--- config.mk ---
export PLATFORM = sky130hd
export DESIGN_NAME = uart_tx_arbiter
export DESIGN_NICKNAME = d
export VERILOG_FILES = /design/src/rtl/uart_arb_pkg.sv /design/src/rtl/uart_rr_pick.sv /design/src/rtl/uart_tx_arbiter.sv
export SDC_FILE = /design/constraint.sdc
export NUM_CORES = 1
export LEC_CHECK = 0
export CAP_MARGIN = 20
export CORE_ASPECT_RATIO = 1.5
export CORE_UTILIZATION = 43
export CTS_CLUSTER_DIAMETER = 30
export DETAILED_ROUTE_END_ITERATION = 12
export GPL_ROUTABILITY_DRIVEN = 0
export HOLD_SLACK_MARGIN = 0.15
export PLACE_DENSITY_LB_ADDON = 0.25
export SLEW_MARGIN = 20
export SYNTH_ARGS = -nofsm -noshare
export SYNTH_HDL_FRONTEND = slang
export SYNTH_SLANG_ARGS = --single-unit
--- constraint.sdc ---
create_clock -name clk -period 3 [get_ports clk]
set_clock_uncertainty 0.05 [all_clocks]
set_input_delay 0.6 -clock clk [delete_from_list [all_inputs] [get_ports clk]]
set_output_delay 0.6 -clock clk [all_outputs]
set_load 0.05 [all_outputs]
--- src/rtl/uart_arb_pkg.sv ---
// uart_arb_pkg: shared types and default sizing for the UART transmit arbiter.
package uart_arb_pkg;

  // Arbiter FSM: pick a requester, fire the transmitter, wait for completion.
  typedef enum logic [1:0] {
    IDLE  = 2'd0,
    ISSUE = 2'd1,
    WAIT  = 2'd2
  } arb_state_e;

  localparam int DEF_NUM_REQ        = 4;
  localparam int DEF_TIMEOUT_CYCLES = 64;

endpackage

--- src/rtl/uart_rr_pick.sv ---
// uart_rr_pick: combinational round-robin picker. Returns the first set bit
// of req_i at or above ptr_i, wrapping modulo NUM_REQ, plus an any-set flag.
module uart_rr_pick
  import uart_arb_pkg::*;
#(
  parameter int  NUM_REQ = DEF_NUM_REQ,
  localparam int IDW     = $clog2(NUM_REQ),
  localparam int SW      = IDW + 1
) (
  input  logic [NUM_REQ-1:0] req_i,
  input  logic [IDW-1:0]     ptr_i,
  output logic [IDW-1:0]     idx_o,
  output logic               any_o
);

  logic [2*NUM_REQ-1:0] dbl;
  logic [NUM_REQ-1:0]   rot;
  logic [SW-1:0]        sum;

  // Rotate the request vector so bit 0 is the requester at the pointer.
  assign dbl = {req_i, req_i};
  assign rot = dbl[ptr_i +: NUM_REQ];

  // Scan from the far end so the lowest rotated offset is the last to win.
  always_comb begin
    idx_o = '0;
    any_o = 1'b0;
    sum   = '0;
    for (int k = NUM_REQ - 1; k >= 0; k--) begin
      if (rot[k]) begin
        sum = {1'b0, ptr_i} + SW'(k);
        if (sum >= SW'(NUM_REQ)) sum = sum - SW'(NUM_REQ);
        idx_o = sum[IDW-1:0];
        any_o = 1'b1;
      end
    end
  end

endmodule

--- src/rtl/uart_tx_arbiter.sv ---
// uart_tx_arbiter: round-robin arbiter that hands single bytes from NUM_REQ
// requesters to one 8N1 transmitter and aborts a frame whose txdone never
// arrives within TIMEOUT_CYCLES. Define UART_ARB_LOCK_EN to compile in the
// frame-lock feature (a requester may hold the grant across several bytes).
module uart_tx_arbiter
  import uart_arb_pkg::*;
#(
  parameter int  NUM_REQ        = DEF_NUM_REQ,
  parameter int  TIMEOUT_CYCLES = DEF_TIMEOUT_CYCLES,
  localparam int IDW            = $clog2(NUM_REQ),
  localparam int CNT_W          = $clog2(TIMEOUT_CYCLES + 1)
) (
  input  logic                 clk,
  input  logic                 rst,
  input  logic [NUM_REQ-1:0]   req_valid,
  input  logic [NUM_REQ*8-1:0] req_data,
  input  logic [NUM_REQ-1:0]   req_lock,
  output logic [NUM_REQ-1:0]   req_ready,
  output logic [7:0]           tx_byte,
  output logic                 tx_send,
  input  logic                 tx_done,
  output logic                 busy,
  output logic [IDW-1:0]       grant_id,
  output logic                 timeout_err
);

  arb_state_e         state_q;
  logic [IDW-1:0]     rr_ptr_q;
  logic [IDW-1:0]     grant_id_q;
  logic [7:0]         tx_byte_q;
  logic               tx_send_q;
  logic [NUM_REQ-1:0] req_ready_q;
  logic               busy_q;
  logic               timeout_err_q;
  logic [CNT_W-1:0]   wait_cnt_q;

  logic [NUM_REQ-1:0] elig_d;
  logic [NUM_REQ-1:0] grant_oh_d;
  logic [7:0]         sel_byte_d;
  logic [IDW-1:0]     rr_ptr_d;
  logic [IDW-1:0]     pick_idx;
  logic               pick_any;

`ifdef UART_ARB_LOCK_EN
  logic               lock_vld_q;
  logic [IDW-1:0]     lock_owner_q;
  logic [NUM_REQ-1:0] owner_oh;
  logic               lock_hold;

  // One-hot of the current lock owner, used to mask out everybody else.
  always_comb begin
    owner_oh = '0;
    for (int k = 0; k < NUM_REQ; k++) owner_oh[k] = (lock_owner_q == IDW'(k));
  end

  assign lock_hold = lock_vld_q & req_lock[lock_owner_q];
`else
  logic unused_lock;
  assign unused_lock = ^req_lock;
`endif

  // Eligible requesters: all valid ones, or only the owner while it holds the lock.
  always_comb begin
    elig_d = req_valid;
`ifdef UART_ARB_LOCK_EN
    if (lock_hold) elig_d = req_valid & owner_oh;
`endif
  end

  uart_rr_pick #(
    .NUM_REQ (NUM_REQ)
  ) u_pick (
    .req_i (elig_d),
    .ptr_i (rr_ptr_q),
    .idx_o (pick_idx),
    .any_o (pick_any)
  );

  // Winner's one-hot ready pattern and its data byte.
  always_comb begin
    grant_oh_d = '0;
    sel_byte_d = '0;
    for (int k = 0; k < NUM_REQ; k++) begin
      if (pick_idx == IDW'(k)) begin
        grant_oh_d[k] = 1'b1;
        sel_byte_d    = req_data[k*8 +: 8];
      end
    end
  end

  // Pointer after a finished or aborted frame: one past the granted requester.
  assign rr_ptr_d = (grant_id_q == IDW'(NUM_REQ - 1)) ? '0 : grant_id_q + 1'b1;

  // Arbiter FSM with registered pulse outputs.
  always_ff @(posedge clk) begin
    if (rst) begin
      state_q       <= IDLE;
      rr_ptr_q      <= '0;
      grant_id_q    <= '0;
      tx_byte_q     <= '0;
      tx_send_q     <= 1'b0;
      req_ready_q   <= '0;
      busy_q        <= 1'b0;
      timeout_err_q <= 1'b0;
      wait_cnt_q    <= '0;
`ifdef UART_ARB_LOCK_EN
      lock_vld_q    <= 1'b0;
      lock_owner_q  <= '0;
`endif
    end else begin
      tx_send_q     <= 1'b0;
      req_ready_q   <= '0;
      timeout_err_q <= 1'b0;
      case (state_q)
        IDLE: begin
`ifdef UART_ARB_LOCK_EN
          if (lock_vld_q && !req_lock[lock_owner_q]) lock_vld_q <= 1'b0;
`endif
          if (pick_any) begin
            grant_id_q  <= pick_idx;
            tx_byte_q   <= sel_byte_d;
            tx_send_q   <= 1'b1;
            req_ready_q <= grant_oh_d;
            busy_q      <= 1'b1;
            state_q     <= ISSUE;
          end
        end
        ISSUE: begin
          wait_cnt_q <= '0;
          state_q    <= WAIT;
`ifdef UART_ARB_LOCK_EN
          if (req_lock[grant_id_q]) begin
            lock_vld_q   <= 1'b1;
            lock_owner_q <= grant_id_q;
          end
`endif
        end
        WAIT: begin
          if (tx_done) begin
            rr_ptr_q <= rr_ptr_d;
            busy_q   <= 1'b0;
            state_q  <= IDLE;
          end else if (wait_cnt_q == CNT_W'(TIMEOUT_CYCLES - 1)) begin
            rr_ptr_q      <= rr_ptr_d;
            busy_q        <= 1'b0;
            timeout_err_q <= 1'b1;
            state_q       <= IDLE;
          end else begin
            wait_cnt_q <= wait_cnt_q + 1'b1;
          end
        end
        default: begin
          busy_q  <= 1'b0;
          state_q <= IDLE;
        end
      endcase
    end
  end

  assign req_ready   = req_ready_q;
  assign tx_byte     = tx_byte_q;
  assign tx_send     = tx_send_q;
  assign busy        = busy_q;
  assign grant_id    = grant_id_q;
  assign timeout_err = timeout_err_q;

endmodule
==> results.md <==
* Pleak at 0.0007998 uW
* # resized after CTS at 0
* Clock Pin Slew Worst Setup and Hold Paths at 0.09 ns
* Final worst-path setup slack at 0.5211 ns
* Routed vias at 1,568
* Tmin final at 2.479 ns
* Peak VDD IR at 313.0 uV
* Avg WL per Cell at 15.70 um
* Inserted Diodes at 0
* Total Neg Setup Slack at 0 ns
* Vias in the first global route at 1,507
* Fin. Hold Viols at 0
* Synth unique cells at 42
* Crit end category: flop
* Routed Antenna Nets at 0
* Startpoint Class: input pin
* Port Buffers at 55
* Initial Util at 0.4641
* RSZ-0062 raised after global routing: false
* Switch Pwr at 339.6 uW
* # DRC at 0
* F_max at 403.4 MHz
* H-tree depth at 1
* Max Cap Viol at 0
* Row cnt at 25
* Flop pwr share at 0.424
* Root buffer cell: clkbuf_8
* Switching Fraction at 0.3431
* Synth Register Bits at 28
* CTS Buffer Depth at 2
* Setup bufs post-CTS at 0
* Antenna violations before repair at 0
* EDFF count, synth at 0
* Comb pwr share at 0.371
* Slowest cell on crit path: clkdlybuf4s50_1
* Ys Warns at 0
* Post-synthesis cell count at 173
* Headroom to the max-slew limit at 0.5358
* Cell area after synthesis at 1495 sq um
* Largest net degree at the start of global routing at 24
* Ys async rst share at 0
* DIE AREA at 3722 sq um
* CTS buffer count at 3
* Total GRT Usage at 0.2335
* Post-synthesis sequential area ratio at 0.3749
* Finished Cell Area at 2148 sq um
* Worst hold path type: reg2reg
* Slew @ Worst Pin at 0.6921 ns
* GRT overflow at 0
* Clock Sinks at 28
* Worst Path Required at 3.11 ns
* Nets at 276
* CP cell instances: clkdlybuf4s50_1 > nor2_1 > or4b_1 > and2_4 > o41ai_1 > nor4b_2
* Die span in y at 74.22 um
* Final setup vio count at 0
* HPWL after detailed placement at 3193 um
* Synthesized Nets at 218
* Outcome: complete, no violations
* Post-synth top flop: dfxtp_1
* First-pass GRT wire length at 6651 um
* Hold buffers post-CTS at 0
* IO Count at 60
* Post-synthesis average cell area at 8.643 sq um
* Slowest stage delay, CP at 0.56 ns
* P_int at 650.2 uW
* Layout area overhead at 43.68%
* Placed cell areas at 2102 sq um
* Fin crit share at 0.8263
* Clock Latency Late Sink at 0.27 ns
* Fin. max-slew vios at 0
* Clk network pwr share at 0.205
* Critical Path Fanout Max at 23
* Layout cells sized above 1 at 0.1092
* PD cells at 460.7 nW/um^2
* DRT Pass-1 Iters at 4
* Core box area at 3222 sq um
* WL final at 4224 um
* Layout filler cell count at 276
* DIE WIDTH at 50.15 um
* Crit path DAT at 2.58 ns
* Dpl ws at 0.2368 ns
* Vias per inst at 5.829
* CTS tree: built
* Starting DRT DRC Count at 70
* Crit Path Class: in2reg
critical path: cells and delay by family:
kind | cells | cell delay [ns]
buf+inv | 1 | 0.56
compound gates | 1 | 0.46
simple gates | 4 | 0.96
state kept, by name, indices dropped and copies added (netlist names):
signal	count
state_q	2
grant_id	2
rr_ptr_q	2
req_ready	4
timeout_err	1
tx_send	1
wait_cnt_q	7
busy	1
tx_byte	8
synthesized netlist by cell type (2+ instances only):
cell type  instances  area share
dfxtp_1           28        0.37
nand3_1           15       0.050
nand2_1           14       0.035
nor2_1            12       0.030
nand2b_1           8       0.033
a21oi_1            7       0.023
inv_1              7       0.018
nor3_1             6       0.020
nand4_1            5       0.021
nor4_1             5       0.021
nor4b_2            5       0.050
o21ai_0            5       0.017
buf_2              4       0.013
clkbuf_1           4       0.010
nor2b_1            4       0.017
xnor2_1            4       0.023
a211oi_1           3       0.015
a22o_1             3       0.018
o211ai_1           3       0.015
o221ai_1           3       0.018
o41ai_1            3       0.018
buf_6              2       0.015
ha_1               2       0.017
mux2i_1            2       0.013
o41ai_2            2       0.022
metrics by stage:
stage,util,hold slack [ns],power [uW],std cells
2_1_floorplan,-,0.3869,654.3,173
3_3_place_gp,0.6524,0.4107,783.9,266
3_5_place_dp,0.6524,0.4151,793.3,266
4_1_cts,0.6652,0.4387,989.3,269
5_1_grt,0.6668,0.4557,1036,269
6_report,0.6668,0.4409,989.8,269
metal layers:
metal,track usage,part of all wire,vias to the layer above
met5,0,0,-
met4,0.08571,0.011,0
met3,0.03067,0.050,6
met2,0.4770,0.56,58
met1,0.2313,0.38,754
li1,-,-,750
power groups by stage:
stage	logic [uW]	registers, uW	clock network [uW]
floorplan	140	514	0
global placement	358	426	0
detailed placement	365	428	0
CTS	367	420	202
global route	391	424	222
finish	367	420	203
final timing paths:
| kind | from | end | slack [ns] | cells past startpoint |
|---|---|---|---|---|
| setup / recovery | req_valid[3] | tx_byte[7]$_SDFFE_PP0N_ | 0.52 | 6 |
| setup reg to reg | wait_cnt_q[0]$_SDFFE_PP0P_ | wait_cnt_q[2]$_SDFFE_PP0P_ | 0.98 | 6 |
| hold reg to reg | tx_byte[4]$_SDFFE_PP0N_ | tx_byte[4]$_SDFFE_PP0N_ | 0.44 | 1 |
| hold / removal | tx_byte[4]$_SDFFE_PP0N_ | tx_byte[4]$_SDFFE_PP0N_ | 0.44 | 1 |
kinds of logic after synthesis:
| kind of cell | share of synthesized area |
|---|---|
| and+or+nand+nor | 0.3305 |
| adders and majority gates | 0.01673 |
| DFF | 0.3749 |
| buffers and inverters | 0.05857 |
| AOI/OAI and AO/OA | 0.1824 |
| xor gates and xnor gates | 0.02343 |
| muxes | 0.01339 |
cells in the final DEF (no fill, tap or decap), types with 2 or more instances in the layout:
cell type	instances
a211oi_1	3
ha_1	2
mux2i_1	2
nand2_1	14
inv_1	7
xnor2_1	4
o41ai_1	3
nand2b_1	8
nor2b_1	4
nor4b_2	5
nor4_1	5
o41ai_2	2
nor2_1	12
clkdlybuf4s50_1	55
clkbuf_8	3
o21ai_0	5
o221ai_1	3
a21oi_1	7
buf_4	9
nor3_1	6
nand4_1	5
dfxtp_1	28
o211ai_1	3
a22o_1	3
nand3_1	15
cell type report:
cell class / count / area, sq um / share of cell area
Multi-Input combinational cell: 127 / 852.1 / 0.3966
Timing Repair Buffer: 64 / 618.1 / 0.2877
Sequential cell: 28 / 560.5 / 0.2609
Tap cell: 40 / 50.05 / 0.02330
Clock buffer: 3 / 41.29 / 0.01922
Inverter: 7 / 26.28 / 0.01223
(Power assumes the default switching activity.)
